$ cat src/rtl/pipe_pkg.sv
// ---------------------------------------------------------------------------
// pipe_pkg
//   Shared constants and helpers for the three-stage valid/ready pipeline.
//   DATA_W_DEF : default data word width
//   DEPTH      : number of pipeline stages (the control logic is written for 3)
//   OCC_W      : width of the occupancy count (0..DEPTH)
//   CNT_W      : width of the output handshake counter
// ---------------------------------------------------------------------------
package pipe_pkg;

   localparam int DATA_W_DEF = 8;
   localparam int DEPTH      = 3;
   localparam int OCC_W      = 2;
   localparam int CNT_W      = 16;

   typedef logic [OCC_W-1:0] occ_t;
   typedef logic [CNT_W-1:0] cnt_t;

   // Number of set valid bits across the stages.
   function automatic occ_t count_valid(input logic [DEPTH-1:0] v);
      occ_t c;
      c = '0;
      for (int i = 0; i < DEPTH; i++) begin
         c = c + occ_t'(v[i]);
      end
      return c;
   endfunction

endpackage : pipe_pkg

$ cat src/rtl/pipe_stage.sv
// ---------------------------------------------------------------------------
// pipe_stage
//   One pipeline slot: a valid bit plus a data register.
//   clk, rst_n : clock, asynchronous active-low reset (clears valid and data)
//   load       : capture d_in and mark the slot valid
//   clear      : mark the slot empty; wins over load
//   d_in       : incoming data word
//   vld, data  : registered slot contents
// ---------------------------------------------------------------------------
module pipe_stage #(
   parameter int DATA_W = 8
) (
   input  logic              clk,
   input  logic              rst_n,
   input  logic              load,
   input  logic              clear,
   input  logic [DATA_W-1:0] d_in,
   output logic              vld,
   output logic [DATA_W-1:0] data
);

   always_ff @(posedge clk or negedge rst_n) begin
      if (!rst_n) begin
         vld  <= 1'b0;
         data <= '0;
      end else begin
         if (clear)     vld <= 1'b0;
         else if (load) vld <= 1'b1;
         if (load)      data <= d_in;
      end
   end

endmodule : pipe_stage

$ cat src/rtl/pipe3_ctrl.sv
// ---------------------------------------------------------------------------
// pipe3_ctrl
//   Three-stage valid/ready pipeline with bubble collapse, synchronous flush,
//   occupancy reporting and a wrapping output handshake counter.
//   clk, rst_n           : clock, asynchronous active-low reset
//   in_valid/in_ready    : producer handshake, in_data is the offered word
//   out_valid/out_ready  : consumer handshake, out_data is the stage-3 word
//   flush                : drop every in-flight word at the next edge
//   occupancy            : number of valid stages
//   xfer_count           : completed output handshakes, wraps at 2^16
// ---------------------------------------------------------------------------
module pipe3_ctrl
   import pipe_pkg::*;
#(
   parameter int DATA_W = pipe_pkg::DATA_W_DEF,
   parameter int DEPTH  = pipe_pkg::DEPTH
) (
   input  logic              clk,
   input  logic              rst_n,
   input  logic              in_valid,
   output logic              in_ready,
   input  logic [DATA_W-1:0] in_data,
   output logic              out_valid,
   input  logic              out_ready,
   output logic [DATA_W-1:0] out_data,
   input  logic              flush,
   output logic [OCC_W-1:0]  occupancy,
   output logic [CNT_W-1:0]  xfer_count
);

   // Index 0 is stage 1 (input side), index DEPTH-1 is stage 3 (output side).
   logic [DEPTH-1:0]             v;
   logic [DEPTH-1:0]             load;
   logic [DEPTH-1:0]             clear;
   logic [DEPTH-1:0][DATA_W-1:0] d;
   logic [DEPTH-1:0][DATA_W-1:0] d_in;

   logic adv3, adv2, adv1;
   logic mv2, mv1;
   logic in_hs, out_hs;

   // Advance chain, resolved from the output side backwards: a stage is free
   // next cycle if it is empty or its word moves on this cycle.
   assign adv3 = ~v[2] | out_ready;
   assign mv2  = v[1] & adv3;
   assign adv2 = ~v[1] | mv2;
   assign mv1  = v[0] & adv2;
   assign adv1 = ~v[0] | mv1;

   // Gated by rst_n so the producer sees "not ready" while reset is held.
   assign in_ready = adv1 & ~flush & rst_n;
   assign in_hs    = in_valid & in_ready;
   assign out_hs   = v[2] & out_ready;

   // A stage empties when its word leaves and nothing replaces it; flush
   // empties everything, though the stage-3 word still counts if taken.
   assign load[0]  = in_hs;
   assign load[1]  = mv1 & ~flush;
   assign load[2]  = mv2 & ~flush;
   assign clear[0] = flush | (mv1    & ~in_hs);
   assign clear[1] = flush | (mv2    & ~mv1);
   assign clear[2] = flush | (out_hs & ~mv2);

   assign d_in[0] = in_data;

   for (genvar s = 1; s < DEPTH; s++) begin : g_link
      assign d_in[s] = d[s-1];
   end

   for (genvar s = 0; s < DEPTH; s++) begin : g_stage
      pipe_stage #(.DATA_W(DATA_W)) u_stage (
         .clk   (clk),
         .rst_n (rst_n),
         .load  (load[s]),
         .clear (clear[s]),
         .d_in  (d_in[s]),
         .vld   (v[s]),
         .data  (d[s])
      );
   end

   assign out_valid = v[DEPTH-1];
   assign out_data  = d[DEPTH-1];
   assign occupancy = count_valid(v);

   always_ff @(posedge clk or negedge rst_n) begin
      if (!rst_n)      xfer_count <= '0;
      else if (out_hs) xfer_count <= xfer_count + 1'b1;
   end

endmodule : pipe3_ctrl

$ cat config.mk
export PLATFORM = sky130hd
export DESIGN_NAME = pipe3_ctrl
export DESIGN_NICKNAME = d
export VERILOG_FILES = /design/src/rtl/pipe_pkg.sv /design/src/rtl/pipe_stage.sv /design/src/rtl/pipe3_ctrl.sv
export SDC_FILE = /design/constraint.sdc
export NUM_CORES = 1
export LEC_CHECK = 0
export CORE_ASPECT_RATIO = 0.75
export CORE_UTILIZATION = 40
export DETAILED_ROUTE_END_ITERATION = 10
export PLACE_DENSITY = 0.68
export SETUP_SLACK_MARGIN = 0.1
export SYNTH_ARGS = -nofsm -noshare
export SYNTH_HDL_FRONTEND = slang
export SYNTH_SLANG_ARGS = --single-unit
$ cat constraint.sdc
create_clock -name clk -period 1.4 [get_ports clk]
set_input_delay 0.28 -clock clk [delete_from_list [all_inputs] [get_ports clk]]
set_output_delay 0.28 -clock clk [all_outputs]
set_load 0.005 [all_outputs]
[Word level (Yosys, flattened, before mapping)]
Cells that the tools add are included.
Cells by class
  add/sub/neg operators: 3
  mux-type cells: 6
  bitwise operators: 24
  reduce and logical (&&, ||, !) cells: 3
Operator list (count)
  adder 16 x 1 -> 16 bit, second input constant: 1
  bitwise AND 1 bit: 11
  inverter 1 bit: 7
  2-to-1 mux 1 bit: 6
  bitwise OR 1 bit: 6
  nonzero test 2 bit: 3
  adder 1 x 1 -> 2 bit: 1
  adder 2 x 1 -> 2 bit: 1
Storage, ports and cells
  bits in registers: 43
  input bits: 13
  output and inout bits: 28
  word-level logic and storage cells: 43

[Logic depth before layout (Yosys ltp)]
  depth after elaboration: 13
  depth in mapped cells: 6
  gate-level depth less buffers: 5

[By module]
A second synthesis with hierarchy kept.
Unflattened totals
  cell total of the unflattened synthesis: 132
  area total of the unflattened synthesis: 1933.1 um^2
Modules (own cells, without submodules)
  pipe_stage: times used 3, cells each 19, area each 366.6 um^2, seq. area each 225.2 um^2
  pipe3_ctrl: times used 1, cells each 75, area each 833.3 um^2, seq. area each 400.4 um^2

[Worst setup path after synthesis]
No wires, ideal clock.
  path kind: reg-to-reg
  start: reg g_stage[2].u_stage.vld
  end: reg g_stage[0].u_stage.data[0]
  setup time: 0.125 ns
  data arrival time: 1.431 ns
  data required time: 1.275 ns
  slack: -0.155 ns
  cell stages (with the launch flop): 5
  path buffers: 0
  clock period less this slack: 1.555 ns
  cell sequence: dfrtp_1 > nor2b_4 > and3_4 > nor3_4 > mux2_2
Between the ends
  cells in the longest elaborated chain, start to end: 9
RTL lines
  start, declared: line pipe_stage.sv:18  | output logic vld,
  start signal, assigned: line pipe_stage.sv:24  | vld <= 1'b0;
  start signal, assigned: line pipe_stage.sv:27  | if (clear) vld <= 1'b0;
  start signal, assigned: line pipe_stage.sv:28  | else if (load) vld <= 1'b1;
  inverter 1 bit: line pipe3_ctrl.sv:44  | assign adv3 = ~v[2] | out_ready;
  bitwise OR 1 bit: line pipe3_ctrl.sv:44
  bitwise AND 1 bit: line pipe3_ctrl.sv:45  | assign mv2 = v[1] & adv3;
  bitwise OR 1 bit: line pipe3_ctrl.sv:46  | assign adv2 = ~v[1] | mv2;
  bitwise AND 1 bit: line pipe3_ctrl.sv:47  | assign mv1 = v[0] & adv2;
  bitwise OR 1 bit: line pipe3_ctrl.sv:48  | assign adv1 = ~v[0] | mv1;
  bitwise AND 1 bit (2 in series): line pipe3_ctrl.sv:51  | assign in_ready = adv1 & ~flush & rst_n;
  bitwise AND 1 bit: line pipe3_ctrl.sv:52  | assign in_hs = in_valid & in_ready;
  end signal, assigned: line pipe_stage.sv:29  | if (load) data <= d_in;
  end, declared: line pipe_stage.sv:19  | output logic [DATA_W-1:0] data
No other way between the ends.
A chain may end at the register's enable or synchronous reset.

[Worst setup path in the final report]
  start: reg g_stage[2].u_stage.vld
  end: out in_ready
Between the ends
  cells in the longest elaborated chain, start to end: 8
RTL lines
  inverter 1 bit: line pipe3_ctrl.sv:44
  bitwise OR 1 bit: line pipe3_ctrl.sv:44
  bitwise AND 1 bit: line pipe3_ctrl.sv:45
  bitwise OR 1 bit: line pipe3_ctrl.sv:46
  bitwise AND 1 bit: line pipe3_ctrl.sv:47
  bitwise OR 1 bit: line pipe3_ctrl.sv:48
  bitwise AND 1 bit (2 in series): line pipe3_ctrl.sv:51
  end, declared: line pipe3_ctrl.sv:21  | output logic in_ready,
No other way between the ends.

==> impl_metrics.tcl <==
set metrics [dict create \
    violations "setup timing" \
    wire_per_inst_um 13.68 \
    cts_max_level 2 \
    maxCapViolations 0 \
    async_flop_share_pct 100.0 \
    slew_viol_final 0 \
    cts_buffers 5 \
    comb_power_share_pct 22.3 \
    p_switching_mw 0.7524 \
    nNetsFinal 221 \
    io-pin-count 41 \
    fin_ws_ps -315.4 \
    syn_nets 149 \
    hold_ws_ps 93.19 \
    sequentialPowerShare_pct 48.4 \
    hold_violations 0 \
    synth_most_common_cell "dfrtp_1" \
    status "finished with violations" \
    route.detailed.drc 0 \
    p_int_mw 2.583 \
    tritoncts "built" \
    fin_util_pct 64.82 \
    grt_overflow 0 \
    netlist.area_leader.share_pct 59.11 \
    vias 1248 \
    syn_inst 134 \
    synth_area_um2 1820 \
    power_mw 3.336 \
    port_buffers 40 \
    clock_skew_ps 3.966 \
    setup_viol 27 \
    cts_root_buffer "clkbuf_8" \
    synth-edff-count 0 \
    peakVddDrop_mv 0.5935 \
    place_hpwl_um 2310 \
    initial_core_util_pct 43.30 \
    leakage_nw 1.388 \
    finalWirelength_um 3583 \
    placed_area_um2 2372 \
    synth_cell_types 23 \
    slew_headroom_pct 65.83 \
    post-route-period-util_pct 122.5 \
    r2r_slack_ps -310 \
    worstSetupEndpointType "output port" \
    fin_crit_ps 1715 \
    die_w_um 79.90 \
    num-fill-cells 319 \
    track_usage_pct 17.23 \
    path_max_fanout 2 \
    ys.flop_type "dfrtp_1" \
    syn_area_per_cell_um2 13.59 \
    clk_pin_slew_worst_paths_ps 80 \
    grt_max_degree 43 \
    routed_via_density 4.763 \
    rsz0062_at_grt "yes" \
    timing.fmax_ghz 0.5829 \
    arrival_ps 1440 \
    drt-initial-drc-count 63 \
    hold_path_class "in2async" \
    startpoint_type "flop" \
    drive_gt1_share_pct 45.89 \
    dieArea_um2 4828 \
    gp_congestion 0.7633 \
    ant_nets 0 \
    grt_first_pass_wirelength_um 6161 \
    die_h_um 60.43 \
    yosysWarnings 0 \
    dr.pass1.iters 4 \
    core_area_um2 4204 \
    syn_to_final_growth_pct 49.69 \
    antenna_found_initial 0 \
    antenna_cells 0 \
    row_count 20 \
    p_per_area_nw_per_um2 1224 \
    sw_frac_of_total_pct 22.55 \
    grt_pass1_vias 1316 \
    yosysTopAreaCell "dfrtp_1" \
    yosysSeqAreaShare_pct 59.11 \
    cts_buffer_depth 2 \
    ys_top_cells_by_area "dfrtp_1 (59%), mux2_2 (15%), xnor2_1 (5.3%)" \
    worstSetupPathType "reg2out" \
    pwr-share-clk_pct 29.3 \
    cts_sinks 43 \
    tightest_slew_ps 512.5 \
    insertion_delay_ps 290 \
    synthTopCellsByCount "dfrtp_1 (43), mux2_2 (25), xnor2_1 (11)" \
    required_ps 1120 \
    synth_seq_cells 43 \
    stdcell_area_um2 2725 \
]
cells by family after synthesis:
logic type / after synthesis / synth area share (%)
flops: 43 / 59.11
simple gates: 36 / 11.89
mux: 25 / 15.46
xor+xnor: 15 / 7.216
buf+inv: 11 / 3.986
compound gates: 2 / 0.5499
fa+ha+maj: 2 / 1.787
worst paths after layout:
check,startpoint,endpoint,depth (start not counted)
min in group clk,rst_n,g_stage[0].u_stage.vld,4
worst max register to register,g_stage[2].u_stage.vld,g_stage[0].u_stage.data[0],7
worst min register to register,xfer_count[9],xfer_count[9],1
worst min-delay path,rst_n,g_stage[0].u_stage.data[5],2
max in group asynchronous,rst_n,g_stage[0].u_stage.vld,3
worst max-delay path,g_stage[2].u_stage.vld,in_ready,5
per-stage QoR:
step | std cells | worst slack (ps) | setup TNS (ps)
final | 262 | -315.4 | -6624
after global routing | 262 | -400.2 | -8171
after CTS | 259 | -314.9 | -6430
after detailed placement | 232 | -663.0 | -18290
after global placement | 232 | -610.1 | -16680
after floorplan | 134 | -155.1 | -2559
flip-flops by register name, summed over array words and instances (netlist names):
name	count
g_stage.u_stage.vld	3
g_stage.u_stage.data	24
xfer_count	16
power groups by stage:
stage / combinational, mW / sequential [mW] / clock, mW
2_1_floorplan: 0.414 / 1.61 / 0
3_3_place_gp: 0.639 / 1.64 / 0
3_5_place_dp: 0.650 / 1.65 / 0
4_1_cts: 0.664 / 1.62 / 1.00
5_1_grt: 0.808 / 1.65 / 1.08
6_report: 0.744 / 1.61 / 0.977
critical path, cell delays in order (launching register included):
cell     delay (ps)
dfrtp_1         430
buf_6           140
nor2b_4         120
and3_4          180
nor3b_2         160
buf_2           140
layer usage:
metal / vias to the layer above / global-route usage (%) / routed length (um)
met2: 25 / 27.72 / 1769
met1: 620 / 22.33 / 1623
met4: 0 / 7.398 / 61
met3: 8 / 4.812 / 128
met5: - / 0 / 0
li1: 595 / - / -
cells in the final DEF, fill, tap and decap left out, types with 3 or more instances in the layout:
cell / netlist / final
buf_2: 1 / 3
buf_4: 8 / 28
buf_6: 0 / 7
clkbuf_8: 0 / 6
clkdlybuf4s50_1: 0 / 11
dfrtp_1: 43 / 42
dlygate4sd2_1: 0 / 21
mux2_2: 25 / 9
mux2_4: 0 / 16
nand2_1: 8 / 4
nand2_2: 0 / 4
nand3_2: 0 / 3
nand4_1: 6 / 6
nor2_1: 7 / 5
xnor2_1: 11 / 11
xor2_1: 4 / 4
repair_timing:
item                       CTS  global route
hold endpoints to repair     1             0
pin swaps                   21            11
resized for setup           68            11
setup buffers               18             5
setup endpoints to repair   65            46
hold buffers                 1             0
layout make-up:
cell class	count	area, um2	area share, %
multi-input cells	80	788.3	28.93
clock buffers	6	82.58	3.030
well taps	55	68.82	2.525
clock inverters	2	35.03	1.286
repair buffers	76	673.1	24.70
flip-flops and latches	43	1077	39.53
(Power assumes the default switching activity.)
